`src/rtl/wb_vmon_byte_master.sv`:
```
// rtl/wb_vmon_byte_master.sv - byte stream to Wishbone single-write packer for the vmon monitor
// Packs up to four bytes per write; three-byte packets split into a 0011 beat then a 0001 beat.
module wb_vmon_byte_master #(
  parameter int                       WB_ADDR_WIDTH = 32,
  parameter int                       WB_DATA_WIDTH = 32,
  parameter logic [WB_ADDR_WIDTH-1:0] ADDRESS       = '0,
  parameter int                       FLUSH_TIMEOUT = 16
) (
  input  logic                     clk_i,
  input  logic                     rst_i,
  input  logic [7:0]               s_dat,
  input  logic                     s_valid,
  input  logic                     s_last,
  output logic                     s_ready,
  output logic [WB_ADDR_WIDTH-1:0] ADR,
  output logic [WB_DATA_WIDTH-1:0] DAT_W,
  output logic [3:0]               SEL,
  output logic                     CYC,
  output logic                     STB,
  output logic                     WE,
  input  logic                     ACK,
  input  logic                     ERR,
  output logic                     busy_o,
  output logic                     err_o
);

  if (WB_DATA_WIDTH != 32) begin : g_bad_width
    $error("wb_vmon_byte_master: only WB_DATA_WIDTH=32 is supported");
  end
  if (FLUSH_TIMEOUT < 1) begin : g_bad_timeout
    $error("wb_vmon_byte_master: FLUSH_TIMEOUT must be >= 1");
  end

  localparam int TW = $clog2(FLUSH_TIMEOUT + 1);

  typedef enum logic [1:0] {FILL, WR, WR2} state_t;

  state_t                   state_q;
  logic [2:0]               cnt_q;
  logic [3:0][7:0]          buf_q;
  logic [TW-1:0]            tmr_q;
  logic                     s_ready_q;
  logic                     cyc_q;
  logic                     err_q;
  logic                     split_q;
  logic [WB_DATA_WIDTH-1:0] dat_q;
  logic [3:0]               sel_q;

  logic            accept;
  logic            flush;
  logic            done;
  logic [2:0]      cnt_d;
  logic [3:0][7:0] buf_d;

  always_comb begin
    accept = s_valid && s_ready_q && (state_q == FILL);
    cnt_d  = cnt_q + {2'b00, accept};
    buf_d  = buf_q;
    if (accept) buf_d[cnt_q[1:0]] = s_dat;
    // Timer expiry only flushes on a cycle that brought no new byte.
    flush = (state_q == FILL) &&
            ((accept && (cnt_d == 3'd4 || s_last)) ||
             (!accept && cnt_q != 3'd0 && tmr_q == TW'(FLUSH_TIMEOUT - 1)));
    done  = (state_q == WR || state_q == WR2) && (ACK || ERR);
  end

  always_ff @(posedge clk_i) begin
    if (rst_i) begin
      state_q   <= FILL;
      cnt_q     <= '0;
      buf_q     <= '0;
      tmr_q     <= '0;
      s_ready_q <= 1'b0;
      cyc_q     <= 1'b0;
      err_q     <= 1'b0;
      split_q   <= 1'b0;
      dat_q     <= '0;
      sel_q     <= '0;
    end else begin
      err_q <= done && ERR;
      case (state_q)
        FILL: begin
          cnt_q     <= cnt_d;
          buf_q     <= buf_d;
          tmr_q     <= (accept || cnt_q == 3'd0) ? '0 : tmr_q + TW'(1);
          s_ready_q <= !flush;
          if (flush) begin
            state_q <= WR;
            cyc_q   <= 1'b1;
            split_q <= (cnt_d == 3'd3);
            case (cnt_d)
              3'd4: begin
                sel_q <= 4'b1111;
                dat_q <= buf_d;
              end
              3'd3, 3'd2: begin
                sel_q <= 4'b0011;
                dat_q <= {16'h0000, buf_d[1], buf_d[0]};
              end
              default: begin
                sel_q <= 4'b0001;
                dat_q <= {24'h000000, buf_d[0]};
              end
            endcase
          end
        end
        WR, WR2: begin
          s_ready_q <= 1'b0;
          if (done) begin
            if (state_q == WR && split_q) begin
              // Second beat of a 3-byte packet keeps CYC asserted across the boundary.
              state_q <= WR2;
              split_q <= 1'b0;
              sel_q   <= 4'b0001;
              dat_q   <= {24'h000000, buf_q[2]};
            end else begin
              state_q <= FILL;
              cyc_q   <= 1'b0;
              cnt_q   <= '0;
              tmr_q   <= '0;
              sel_q   <= '0;
              dat_q   <= '0;
            end
          end
        end
        default: state_q <= FILL;
      endcase
    end
  end

  assign s_ready = s_ready_q;
  assign ADR     = ADDRESS;
  assign DAT_W   = dat_q;
  assign SEL     = sel_q;
  assign CYC     = cyc_q;
  assign STB     = cyc_q;
  assign WE      = cyc_q;
  assign busy_o  = (cnt_q != 3'd0) || cyc_q;
  assign err_o   = err_q;

endmodule

```
`config.mk`:
```
export PLATFORM = sky130hd
export DESIGN_NAME = wb_vmon_byte_master
export DESIGN_NICKNAME = d
export VERILOG_FILES = /design/src/rtl/wb_vmon_byte_master.sv
export SDC_FILE = /design/constraint.sdc
export NUM_CORES = 1
export LEC_CHECK = 0
export ABC_AREA = 1
export BUFFER_PORTS_ARGS = -buffer_cell sky130_fd_sc_hd__clkbuf_2
export CAP_MARGIN = 20
export CORE_MARGIN = 3
export CORE_UTILIZATION = 45
export DETAILED_ROUTE_END_ITERATION = 16
export GPL_TIMING_DRIVEN = 1
export PLACE_DENSITY = 0.65
export SLEW_MARGIN = 20
export SYNTH_ARGS = -nofsm -noshare
export SYNTH_HDL_FRONTEND = slang
export SYNTH_SLANG_ARGS = --single-unit
export TNS_END_PERCENT = 10
```
`constraint.sdc`:
```
create_clock -name clk_i -period 3.35 [get_ports clk_i]
set_input_delay 0.335 -clock clk_i [delete_from_list [all_inputs] [get_ports clk_i]]
set_output_delay 0.335 -clock clk_i [all_outputs]
set_load 0.01 [all_outputs]
```
==> metrics.txt, run 1 <==
# TYPE chip_impl_metric gauge
chip_impl_info{name="status",value="finished clean"} 1
chip_impl_info{name="crit_path_end_kind",value="register"} 1
chip_impl_metric{name="cts_made_buffers",unit=""} 9
chip_impl_metric{name="gr-usage-all-layers",unit=""} 0.176
chip_impl_metric{name="final_net_count",unit=""} 630
chip_impl_metric{name="die_y",unit="um"} 99.4
chip_impl_metric{name="total_via_count_in_the_routed_design",unit=""} 3296
chip_impl_metric{name="fillerInstances",unit=""} 863
chip_impl_metric{name="cts_hold_buffers",unit=""} 0
chip_impl_metric{name="io_pins",unit=""} 88
chip_impl_metric{name="sequential_cell_area",unit="um2"} 1620
chip_impl_metric{name="dr.first_iter.drc_count",unit=""} 111
chip_impl_metric{name="tightestPinTransition",unit="ps"} 798
chip_impl_metric{name="timing.final.crit_share",unit=""} 0.871
chip_impl_metric{name="clock_latency_at_the_later_pin_of_the_worst_skew_pair",unit="ps"} 360
chip_impl_metric{name="ys_seq_elements",unit=""} 81
chip_impl_info{name="mostFrequentLayoutCells",value="sky130_fd_sc_hd__nor2_1, sky130_fd_sc_hd__nand2_1, sky130_fd_sc_hd__dfxtp_1"} 1
chip_impl_metric{name="fin_worst_skew",unit="ps"} 10.9
chip_impl_info{name="hold_path_class",value="in -> reg"} 1
chip_impl_metric{name="cts-resized-gates",unit=""} 0
chip_impl_metric{name="drt_pre_antenna_iters",unit=""} 4
chip_impl_info{name="critical_path.startpoint",value="state_q[0]$_SDFFE_PP0P_"} 1
chip_impl_metric{name="power_per_standard_cell_area",unit="nW/um2"} 1000
chip_impl_metric{name="rrSetupSlack",unit="ps"} 430
chip_impl_metric{name="fin_setup_tns",unit="ps"} 0
chip_impl_metric{name="detail_route.vias_per_cell",unit=""} 4.59
chip_impl_metric{name="multi_input_area",unit="um2"} 1730
chip_impl_metric{name="cts.clk_slew.worst_paths",unit="ps"} 90
chip_impl_metric{name="drt_drc_violations_left",unit=""} 0
chip_impl_info{name="clock-root-buffer",value="sky130_fd_sc_hd__clkbuf_8"} 1
chip_impl_metric{name="fmax",unit="MHz"} 343
chip_impl_metric{name="area.growth.synth_to_final",unit="%"} 8.51
chip_impl_metric{name="place_congestion",unit=""} 0.912
chip_impl_metric{name="global_route_wire_length_before_repair",unit="um"} 14000
chip_impl_metric{name="rr_worst_depth",unit=""} 15
chip_impl_metric{name="syn-mean-instance-area",unit="um2"} 6.92
chip_impl_metric{name="num_rows",unit=""} 33
chip_impl_info{name="critical_path.reg2reg.startpoint",value="state_q[0]$_SDFFE_PP0P_"} 1
chip_impl_metric{name="fp.dieW",unit="um"} 99.4
chip_impl_metric{name="period_needed",unit="ps"} 2920
chip_impl_metric{name="detail_route.wirelength",unit="um"} 8370
chip_impl_metric{name="synth.yosys.seq_area_share",unit=""} 0.413
chip_impl_metric{name="postSynthCellCount",unit=""} 567
chip_impl_info{name="critPathLaunchType",value="register"} 1
chip_impl_metric{name="report.final.hold_viol_count",unit=""} 0
chip_impl_metric{name="leakagePower",unit="nW"} 2.06
chip_impl_metric{name="power.total",unit="mW"} 4.26
chip_impl_info{name="worst-setup-path-type",value="reg -> reg"} 1
chip_impl_metric{name="initial_core_util",unit=""} 0.470
chip_impl_metric{name="yosys_warnings",unit=""} 0
chip_impl_metric{name="critPathMaxFanout",unit=""} 41
chip_impl_info{name="grt_setup_unrepaired",value="false"} 1
chip_impl_metric{name="drtAntennaViolNets",unit=""} 0
chip_impl_metric{name="place.port_buffers",unit=""} 55
chip_impl_metric{name="grt-ovfl-total",unit=""} 0
chip_impl_info{name="postSynth.topFlopCell",value="sky130_fd_sc_hd__dfxtp_1"} 1
chip_impl_metric{name="grt_pass1_vias",unit=""} 3019
chip_impl_info{name="layout.cells.most_common",value="sky130_fd_sc_hd__nor2_1"} 1
chip_impl_metric{name="worst-endpoint-arrival",unit="ps"} 3160
chip_impl_metric{name="syn_area",unit="um2"} 3920
chip_impl_metric{name="max_slew_margin",unit=""} 0.465
chip_impl_metric{name="critical_path_rt",unit="ps"} 3590
chip_impl_info{name="tritoncts",value="yes"} 1
chip_impl_metric{name="antenna_cells_inserted",unit=""} 0
chip_impl_info{name="regToRegEndpoint",value="DAT_W[8]$_SDFFE_PP0P_"} 1
chip_impl_metric{name="asyncSetResetFlopFracSynth",unit=""} 0
chip_impl_metric{name="post_route_cells_drive_above_1_share",unit=""} 0.147
chip_impl_metric{name="synth-edff-count",unit=""} 0
chip_impl_metric{name="die-area",unit="um2"} 9880
chip_impl_metric{name="floorplan.core_area",unit="um2"} 8340
chip_impl_metric{name="setup_viol",unit=""} 0
chip_impl_metric{name="timing_max_transition_violations_final",unit=""} 0
chip_impl_metric{name="vdd_ir_drop_max",unit="V"} 0.000310
chip_impl_metric{name="h-tree-depth",unit=""} 3
chip_impl_metric{name="cts.repair_timing.setup_buffer_count",unit=""} 0
chip_impl_metric{name="avgRoutedWirePerCell",unit="um"} 11.7
chip_impl_metric{name="clock_sink_count",unit=""} 81
chip_impl_metric{name="detailedPlacementHpwl",unit="um"} 6040
chip_impl_metric{name="pin_count_of_the_biggest_net_entering_global_routing",unit=""} 42
chip_impl_metric{name="grt_antenna_before_repair",unit=""} 0
chip_impl_metric{name="maximum_root_to_sink_buffer_count",unit=""} 2
chip_impl_info{name="endpoint",value="DAT_W[8]$_SDFFE_PP0P_"} 1
chip_impl_metric{name="maxCapViolations",unit=""} 0
chip_impl_metric{name="yosys.cell_types.count",unit=""} 33
==> registers in the layout, indices dropped and copies added, names as in the netlist <==
register	count
cnt_q	3
split_q	1
s_ready	1
state_q	2
tmr_q	5
err_o	1
CYC	1
DAT_W	32
SEL	3
buf_q	32
==> worst min path at each step <==
stage | start | end | slack, ps | depth (start not counted)
3_3_place_gp | DAT_W[8]$_SDFFE_PP0P_ | DAT_W[8]$_SDFFE_PP0P_ | 460 | 2
2_1_floorplan | ERR | err_o$_SDFF_PP0_ | 460 | 2
3_5_place_dp | DAT_W[12]$_SDFFE_PP0P_ | DAT_W[12]$_SDFFE_PP0P_ | 470 | 2
4_1_cts | ERR | err_o$_SDFF_PP0_ | 190 | 3
6_report | ERR | err_o$_SDFF_PP0_ | 210 | 3
5_1_grt | ERR | err_o$_SDFF_PP0_ | 220 | 3
==> power breakdown <==
part / total, mW / leakage (nW) / internal [mW] / switching, mW
combinational: 2.09 / 1.29 / 0.685 / 1.40
sequential: 1.41 / 0.661 / 1.25 / 0.153
clock: 0.759 / 0.102 / 0.389 / 0.370
total: 4.26 / 2.06 / 2.33 / 1.93
==> layout make-up <==
class                           instances  share of cell area
Timing Repair Buffer                   58              0.0699
Inverter                               70              0.0626
Clock buffer                           11              0.0356
Sequential cell                        81               0.381
Multi-Input combinational cell        388               0.406
Tap cell                              105              0.0309
Clock inverter                          5              0.0147
==> worst max-delay path, cell delays in order (launching register included) <==
cell and delay [ps]:
sky130_fd_sc_hd__dfxtp_1 390, sky130_fd_sc_hd__inv_1 80, sky130_fd_sc_hd__ha_1 250, sky130_fd_sc_hd__nand3_2 150, sky130_fd_sc_hd__clkinv_2 140, sky130_fd_sc_hd__ha_1 220
sky130_fd_sc_hd__ha_1 340, sky130_fd_sc_hd__nor2_1 70, sky130_fd_sc_hd__nand3_1 110, sky130_fd_sc_hd__nand2_1 80, sky130_fd_sc_hd__nand2_2 70, sky130_fd_sc_hd__nand3_2 250
sky130_fd_sc_hd__nand2_8 300, sky130_fd_sc_hd__inv_2 180, sky130_fd_sc_hd__nor2_1 130, sky130_fd_sc_hd__nor2_1 60
==> cell usage after synthesis (2+ instances only) <==
master / instances / share of area
sky130_fd_sc_hd__buf_4: 38 / 0.073
sky130_fd_sc_hd__buf_6: 9 / 0.026
sky130_fd_sc_hd__nand3_1: 16 / 0.020
sky130_fd_sc_hd__a22oi_1: 2 / 0.0038
sky130_fd_sc_hd__nor2_1: 136 / 0.13
sky130_fd_sc_hd__nor3_1: 5 / 0.0064
sky130_fd_sc_hd__nand2_2: 2 / 0.0032
sky130_fd_sc_hd__a211oi_1: 3 / 0.0057
sky130_fd_sc_hd__clkbuf_1: 9 / 0.0086
sky130_fd_sc_hd__inv_1: 66 / 0.063
sky130_fd_sc_hd__dfxtp_1: 81 / 0.41
sky130_fd_sc_hd__nand3_2: 3 / 0.0077
sky130_fd_sc_hd__ha_1: 8 / 0.026
sky130_fd_sc_hd__nand2_4: 2 / 0.0057
sky130_fd_sc_hd__buf_2: 2 / 0.0026
sky130_fd_sc_hd__inv_2: 2 / 0.0019
sky130_fd_sc_hd__nand2_1: 113 / 0.11
sky130_fd_sc_hd__nand4_1: 2 / 0.0032
sky130_fd_sc_hd__o21ai_1: 16 / 0.020
sky130_fd_sc_hd__o21ai_0: 36 / 0.046
sky130_fd_sc_hd__a21oi_1: 4 / 0.0051
==> per-stage QoR <==
stage	hold slack (ps)	worst slack [ps]	utilization	cells	cell area, um2
floorplan	458	990	-	598	4040
global placement	462	492	0.484	702	4040
detailed placement	472	339	0.484	702	4040
CTS	192	313	0.509	718	4250
global route	222	127	0.511	718	4260
finish	207	433	0.511	718	4260
==> layer usage <==
metal / up-vias / share of wire / track usage
met2: 96 / 0.45 / 0.283
li1: 1740 / - / -
met1: 1452 / 0.48 / 0.237
met4: 0 / 0.0099 / 0.0525
met3: 8 / 0.063 / 0.0386
met5: - / 0 / 0
==> kinds of logic after synthesis <==
kind of cell	share of synthesized area
simple gates	0.297
buf+inv	0.179
flops	0.413
compound gates	0.0848
fa+ha+maj	0.0255
other cells	0.000956
No activity file was read; power rests on OpenSTA's default activity.
==> run 2: changes to the inputs <==
==> constraint.sdc (replaced) <==
create_clock -name clk_i -period 3.5 [get_ports clk_i]
set_input_delay 0.35 -clock clk_i [delete_from_list [all_inputs] [get_ports clk_i]]
set_output_delay 0.35 -clock clk_i [all_outputs]
set_load 0.01 [all_outputs]
==> metrics.txt, run 2 (synthesis results as in run 1) <==
# TYPE chip_impl_metric gauge
chip_impl_metric{name="grt_pass1_vias",unit=""} 2976
chip_impl_metric{name="setup_viol",unit=""} 0
chip_impl_metric{name="power_report.internal_total",unit="mW"} 2.27
chip_impl_metric{name="maxCapViolations",unit=""} 0
chip_impl_info{name="hold-path-endpoint",value="err_o$_SDFF_PP0_"} 1
chip_impl_metric{name="place_congestion",unit=""} 0.899
chip_impl_metric{name="power_per_standard_cell_area",unit="nW/um2"} 963
chip_impl_info{name="worst-setup-path-type",value="reg -> reg"} 1
chip_impl_metric{name="cts.clk_slew.worst_paths",unit="ps"} 80
chip_impl_metric{name="switching_share",unit=""} 0.446
chip_impl_metric{name="area.growth.synth_to_final",unit="%"} 8.64
chip_impl_metric{name="total_via_count_in_the_routed_design",unit=""} 3342
chip_impl_metric{name="grt_antenna_before_repair",unit=""} 0
chip_impl_metric{name="num_rows",unit=""} 33
chip_impl_metric{name="rrSetupSlack",unit="ps"} 420
chip_impl_metric{name="drt_drc_violations_left",unit=""} 0
chip_impl_info{name="path_cells",value="inv_1, ha_1, nand3_2, clkinv_2, ha_1, ha_1, nor2_1, nand3_1, nand2_1, nand2_2, nand3_2, nand2_4, inv_2, nor2_1, nor2_1"} 1
chip_impl_info{name="hp-start",value="ERR"} 1
chip_impl_metric{name="place.port_buffers",unit=""} 55
chip_impl_metric{name="max_slew_margin",unit=""} 0.486
chip_impl_metric{name="cts_hold_buffers",unit=""} 0
chip_impl_metric{name="min_delay_path_depth",unit=""} 3
chip_impl_metric{name="pwr-share-clk",unit=""} 0.188
chip_impl_metric{name="fin_setup_tns",unit="ps"} 0
chip_impl_info{name="mostFrequentLayoutCells",value="sky130_fd_sc_hd__nor2_1, sky130_fd_sc_hd__nand2_1, sky130_fd_sc_hd__dfxtp_1"} 1
chip_impl_metric{name="critPathMaxFanout",unit=""} 47
chip_impl_metric{name="tightestPinTransition",unit="ps"} 767
chip_impl_metric{name="floorplan.core_area",unit="um2"} 8340
chip_impl_metric{name="die-area",unit="um2"} 9880
chip_impl_metric{name="leakagePower",unit="nW"} 2.07
chip_impl_info{name="critPathLaunchType",value="register"} 1
chip_impl_metric{name="h-tree-depth",unit=""} 3
chip_impl_metric{name="initial_core_util",unit=""} 0.470
chip_impl_metric{name="fp.dieW",unit="um"} 99.4
chip_impl_metric{name="cp_slowest_stage_delay",unit="ps"} 450
chip_impl_metric{name="dr.first_iter.drc_count",unit=""} 106
chip_impl_metric{name="maximum_root_to_sink_buffer_count",unit=""} 2
chip_impl_info{name="worst_path_cell_with_the_longest_stage_delay",value="sky130_fd_sc_hd__nand2_4"} 1
chip_impl_metric{name="timing_max_transition_violations_final",unit=""} 0
chip_impl_metric{name="worst-endpoint-arrival",unit="ps"} 3330
chip_impl_metric{name="drtAntennaViolNets",unit=""} 0
chip_impl_metric{name="power_switching",unit="mW"} 1.83
chip_impl_metric{name="detailedPlacementHpwl",unit="um"} 6060
chip_impl_metric{name="pin_count_of_the_biggest_net_entering_global_routing",unit=""} 48
chip_impl_metric{name="antenna_cells_inserted",unit=""} 0
chip_impl_info{name="hold_path_class",value="in -> reg"} 1
chip_impl_info{name="layout.cells.most_common",value="sky130_fd_sc_hd__nor2_1"} 1
chip_impl_metric{name="post_route_cells_drive_above_1_share",unit=""} 0.147
chip_impl_info{name="regToRegEndpoint",value="DAT_W[16]$_SDFFE_PP0P_"} 1
chip_impl_info{name="critical_path.reg2reg.startpoint",value="state_q[0]$_SDFFE_PP0P_"} 1
chip_impl_metric{name="final_net_count",unit=""} 630
chip_impl_metric{name="grt-ovfl-total",unit=""} 0
chip_impl_metric{name="cts-resized-gates",unit=""} 0
chip_impl_metric{name="gr-usage-all-layers",unit=""} 0.174
chip_impl_info{name="crit_path_end_kind",value="register"} 1
chip_impl_metric{name="die_y",unit="um"} 99.4
chip_impl_metric{name="detail_route.wirelength",unit="um"} 8350
chip_impl_metric{name="post-route-util",unit=""} 0.511
chip_impl_metric{name="period_needed",unit="ps"} 3080
chip_impl_metric{name="timing.final.crit_share",unit=""} 0.881
chip_impl_metric{name="global_route_wire_length_before_repair",unit="um"} 13800
chip_impl_metric{name="cts.repair_timing.setup_buffer_count",unit=""} 0
chip_impl_metric{name="cts_made_buffers",unit=""} 9
chip_impl_metric{name="clock_sink_count",unit=""} 81
chip_impl_metric{name="drt_pre_antenna_iters",unit=""} 4
chip_impl_info{name="grt_setup_unrepaired",value="false"} 1
chip_impl_info{name="tritoncts",value="yes"} 1
chip_impl_metric{name="rr_worst_depth",unit=""} 15
chip_impl_info{name="status",value="finished clean"} 1
chip_impl_metric{name="vdd_ir_drop_max",unit="V"} 0.000348
chip_impl_info{name="clock-root-buffer",value="sky130_fd_sc_hd__clkbuf_8"} 1
chip_impl_metric{name="power.share.combinational",unit=""} 0.484
chip_impl_metric{name="clock_latency_at_the_later_pin_of_the_worst_skew_pair",unit="ps"} 360
chip_impl_metric{name="io_pins",unit=""} 88
chip_impl_metric{name="report.final.hold_viol_count",unit=""} 0
chip_impl_metric{name="fin_worst_skew",unit="ps"} 9.73
chip_impl_metric{name="detail_route.vias_per_cell",unit=""} 4.65
chip_impl_metric{name="critical_path_rt",unit="ps"} 3750
chip_impl_metric{name="pwr-share-seq",unit=""} 0.327
chip_impl_metric{name="avgRoutedWirePerCell",unit="um"} 11.6
chip_impl_metric{name="fmax",unit="MHz"} 324
run 2: changes by cell type in the layout (fill, tap and decap cells not counted):
cell	delta
sky130_fd_sc_hd__bufinv_16	+1
sky130_fd_sc_hd__clkbuf_8	-1
sky130_fd_sc_hd__clkinv_2	+1
sky130_fd_sc_hd__clkinvlp_4	-1
sky130_fd_sc_hd__nand2_4	+1
sky130_fd_sc_hd__nand2_8	-1
run 2: worst max path at each step:
stage / start / end
3_5_place_dp: state_q[0]$_SDFFE_PP0P_ / DAT_W[9]$_SDFFE_PP0P_
2_1_floorplan: state_q[0]$_SDFFE_PP0P_ / DAT_W[27]$_SDFFE_PP0P_
3_3_place_gp: state_q[0]$_SDFFE_PP0P_ / DAT_W[27]$_SDFFE_PP0P_
5_1_grt: state_q[0]$_SDFFE_PP0P_ / DAT_W[27]$_SDFFE_PP0P_
4_1_cts: state_q[0]$_SDFFE_PP0P_ / DAT_W[9]$_SDFFE_PP0P_
6_report: state_q[0]$_SDFFE_PP0P_ / DAT_W[16]$_SDFFE_PP0P_
run 2: final cells by class:
type                            instances  area (um2)
Inverter                               70         267
Tap cell                              105         131
Sequential cell                        81        1620
Clock inverter                          6        90.1
Multi-Input combinational cell        388        1720
Fill cell                             847        4080
Clock buffer                           10         138
Timing Repair Buffer                   58         298
run 2: power by group through the flow:
stage	logic (mW)	registers [mW]	clock network [mW]
after floorplan	1.61	1.44	0
after global placement	1.96	1.36	0
after detailed placement	2.00	1.37	0
after CTS	2.02	1.35	0.789
after global routing	2.31	1.38	0.828
final	1.99	1.34	0.774
run 2: per-layer routing:
metal	global-route usage	wire length, um	vias up	part of all wire
met5	0	0	-	0
met4	0.0725	171	0	0.020
met3	0.0323	461	18	0.055
met2	0.265	3690	92	0.44
met1	0.243	4030	1485	0.48
li1	-	-	1747	-
run 2: worst max-delay path: cells and delay by family (launching register included):
family	cells	cell delay, ps
fa+ha+maj	3	780
flops	1	390
buf+inv	3	460
simple gates	9	1350
run 2: metrics by stage:
stage	cells	instance area [um2]	hold slack (ps)	power, mW	worst slack, ps
final	718	4260	221	4.11	415
after global routing	718	4260	242	4.52	112
after CTS	718	4260	212	4.15	416
after detailed placement	702	4040	475	3.37	429
after global placement	702	4040	463	3.32	592
after floorplan	598	4040	459	3.05	1140
==> run 3: changes to the inputs <==
--- a/config.mk
+++ b/config.mk
@@ -12,7 +12,7 @@
 export CORE_UTILIZATION = 45
 export DETAILED_ROUTE_END_ITERATION = 16
 export GPL_TIMING_DRIVEN = 1
-export PLACE_DENSITY = 0.65
+export PLACE_DENSITY = 0.68
 export SLEW_MARGIN = 20
 export SYNTH_ARGS = -nofsm -noshare
 export SYNTH_HDL_FRONTEND = slang
==> metrics.txt, run 3 (synthesis results as in run 1) <==
# TYPE chip_impl_metric gauge
chip_impl_metric{name="h-tree-depth",unit=""} 3
chip_impl_metric{name="pre_cts_slack",unit="ps"} 424
chip_impl_metric{name="fillerInstances",unit=""} 859
chip_impl_info{name="global_route.peak_usage_layer",value="met2"} 1
chip_impl_metric{name="drt_drc_violations_left",unit=""} 0
chip_impl_metric{name="initial_core_util",unit=""} 0.470
chip_impl_metric{name="fin_setup_tns",unit="ps"} 0
chip_impl_metric{name="place_congestion",unit=""} 0.897
chip_impl_info{name="hold_path_class",value="in -> reg"} 1
chip_impl_info{name="grt_setup_unrepaired",value="false"} 1
chip_impl_metric{name="power_per_standard_cell_area",unit="nW/um2"} 935
chip_impl_metric{name="drtAntennaViolNets",unit=""} 0
chip_impl_info{name="worst_path_cell_with_the_longest_stage_delay",value="sky130_fd_sc_hd__nand2_4"} 1
chip_impl_metric{name="cts_made_buffers",unit=""} 9
chip_impl_metric{name="maxCapViolations",unit=""} 0
chip_impl_metric{name="cp_slowest_stage_delay",unit="ps"} 440
chip_impl_metric{name="cts.clk_slew.worst_paths",unit="ps"} 80
chip_impl_metric{name="gr-usage-all-layers",unit=""} 0.176
chip_impl_metric{name="use_met1",unit=""} 0.232
chip_impl_metric{name="place.port_buffers",unit=""} 55
chip_impl_metric{name="fin_ws",unit="ps"} 447
chip_impl_metric{name="period_needed",unit="ps"} 3050
chip_impl_metric{name="fmax",unit="MHz"} 328
chip_impl_info{name="layout.cells.most_common",value="sky130_fd_sc_hd__nor2_1"} 1
chip_impl_info{name="worst-setup-path-type",value="reg -> reg"} 1
chip_impl_info{name="tritoncts",value="yes"} 1
chip_impl_metric{name="placed_cell_area",unit="um2"} 4030
chip_impl_info{name="clock-root-buffer",value="sky130_fd_sc_hd__clkbuf_8"} 1
chip_impl_metric{name="floorplan.core_area",unit="um2"} 8340
chip_impl_metric{name="die-area",unit="um2"} 9880
chip_impl_metric{name="tightestPinTransition",unit="ps"} 736
chip_impl_metric{name="total_via_count_in_the_routed_design",unit=""} 3310
chip_impl_metric{name="grt_pass1_vias",unit=""} 3022
chip_impl_metric{name="grt_antenna_before_repair",unit=""} 0
chip_impl_metric{name="vdd_ir_drop_max",unit="V"} 0.000304
chip_impl_metric{name="drt_pre_antenna_iters",unit=""} 4
chip_impl_metric{name="global_route_wire_length_before_repair",unit="um"} 14000
chip_impl_metric{name="cts-resized-gates",unit=""} 0
chip_impl_info{name="path_cells",value="inv_1, ha_1, nand3_2, clkinv_2, ha_1, ha_1, nor2_1, nand3_1, nand2_1, nand2_2, nand3_2, nand2_4, inv_2, nor2_1, nor2_1"} 1
chip_impl_metric{name="timing_max_transition_violations_final",unit=""} 0
chip_impl_metric{name="post_route_cells_drive_above_1_share",unit=""} 0.145
chip_impl_metric{name="num_rows",unit=""} 33
chip_impl_metric{name="area.growth.synth_to_final",unit="%"} 7.27
chip_impl_metric{name="grt-ovfl-total",unit=""} 0
chip_impl_metric{name="clock_latency_at_the_later_pin_of_the_worst_skew_pair",unit="ps"} 350
chip_impl_metric{name="dr.first_iter.drc_count",unit=""} 127
chip_impl_metric{name="critPathMaxFanout",unit=""} 47
chip_impl_metric{name="final_standard_cell_area_without_fillers",unit="um2"} 4210
chip_impl_metric{name="fin_cells",unit=""} 717
chip_impl_info{name="crit_path_end_kind",value="register"} 1
chip_impl_metric{name="detail_route.wirelength",unit="um"} 8270
chip_impl_metric{name="antenna_cells_inserted",unit=""} 0
chip_impl_metric{name="maximum_root_to_sink_buffer_count",unit=""} 2
chip_impl_metric{name="final_net_count",unit=""} 629
chip_impl_metric{name="leakagePower",unit="nW"} 2.04
chip_impl_metric{name="avgRoutedWirePerCell",unit="um"} 11.5
chip_impl_metric{name="worst-endpoint-arrival",unit="ps"} 3300
chip_impl_metric{name="cts_hold_buffers",unit=""} 0
chip_impl_info{name="status",value="finished clean"} 1
chip_impl_metric{name="gr-usage-met3",unit=""} 0.0477
chip_impl_metric{name="power.total",unit="mW"} 3.93
chip_impl_metric{name="report.final.hold_viol_count",unit=""} 0
chip_impl_metric{name="cts.repair_timing.setup_buffer_count",unit=""} 0
chip_impl_metric{name="placed_cells",unit=""} 701
chip_impl_info{name="critPathLaunchType",value="register"} 1
chip_impl_metric{name="io_pins",unit=""} 88
chip_impl_metric{name="max_slew_margin",unit=""} 0.507
chip_impl_metric{name="setup_viol",unit=""} 0
chip_impl_metric{name="clock_sink_count",unit=""} 81
chip_impl_metric{name="fp.dieW",unit="um"} 99.4
chip_impl_metric{name="pin_count_of_the_biggest_net_entering_global_routing",unit=""} 48
chip_impl_metric{name="grt.met2_usage",unit=""} 0.285
chip_impl_metric{name="detailedPlacementHpwl",unit="um"} 5970
chip_impl_metric{name="timing.final.crit_share",unit=""} 0.872
chip_impl_metric{name="fin_worst_skew",unit="ps"} 7.68
chip_impl_metric{name="critical_path_rt",unit="ps"} 3740
chip_impl_info{name="mostFrequentLayoutCells",value="sky130_fd_sc_hd__nor2_1, sky130_fd_sc_hd__nand2_1, sky130_fd_sc_hd__dfxtp_1"} 1
chip_impl_metric{name="detail_route.vias_per_cell",unit=""} 4.62
chip_impl_metric{name="die_y",unit="um"} 99.4
## run 3: cell types whose count changed in the layout (fill, tap and decap cells not counted), sizes merged
cell,before,now
buf,3,2
inv,70,69
bufinv,2,0
clkinv,3,4
clkinvlp,1,2
clkbuf,65,66
## run 3: final cells by class
cell class | instances | area, um2 | share of cell area
timing repair buffer | 57 | 290 | 0.0690
clock inverter | 5 | 30.0 | 0.00713
clock buffer | 11 | 151 | 0.0360
tap | 105 | 131 | 0.0312
sequential | 81 | 1620 | 0.385
multi-input combinational | 388 | 1720 | 0.408
inverter | 70 | 267 | 0.0633
## run 3: critical path: cells and delay by family, from the launching register on
| kind | cells | cell delay [ps] |
|---|---|---|
| AND/OR/NAND/NOR | 9 | 1320 |
| adder cells (fa/ha/maj) | 3 | 780 |
| buffers and inverters | 3 | 450 |
| flip-flops | 1 | 390 |
## run 3: power by group
| group | switching [mW] | leakage (nW) | internal [mW] |
|---|---|---|---|
| Combinational | 1.32 | 1.29 | 0.635 |
| Sequential | 0.145 | 0.661 | 1.20 |
| Clock | 0.337 | 0.0911 | 0.293 |
## run 3: final timing paths
| check | slack, ps | cells after the start | end | from |
|---|---|---|---|---|
| max | 450 | 15 | DAT_W[23]$_SDFFE_PP0P_ | state_q[0]$_SDFFE_PP0P_ |
| min | 220 | 3 | err_o$_SDFF_PP0_ | ERR |
| max reg2reg | 450 | 15 | DAT_W[23]$_SDFFE_PP0P_ | state_q[0]$_SDFFE_PP0P_ |
| min reg2reg | 490 | 2 | DAT_W[24]$_SDFFE_PP0P_ | DAT_W[24]$_SDFFE_PP0P_ |
## run 3: stage by stage
step | utilization | hold WS [ps]
4_1_cts | 0.505 | 209
5_1_grt | 0.505 | 233
6_report | 0.505 | 223
3_5_place_dp | 0.483 | 472
3_3_place_gp | 0.483 | 463
2_1_floorplan | - | 459
## run 3: layer usage
metal	part of all wire	routed length [um]
met5	0	0
met4	0.011	90
met3	0.064	532
met2	0.45	3690
met1	0.48	3960
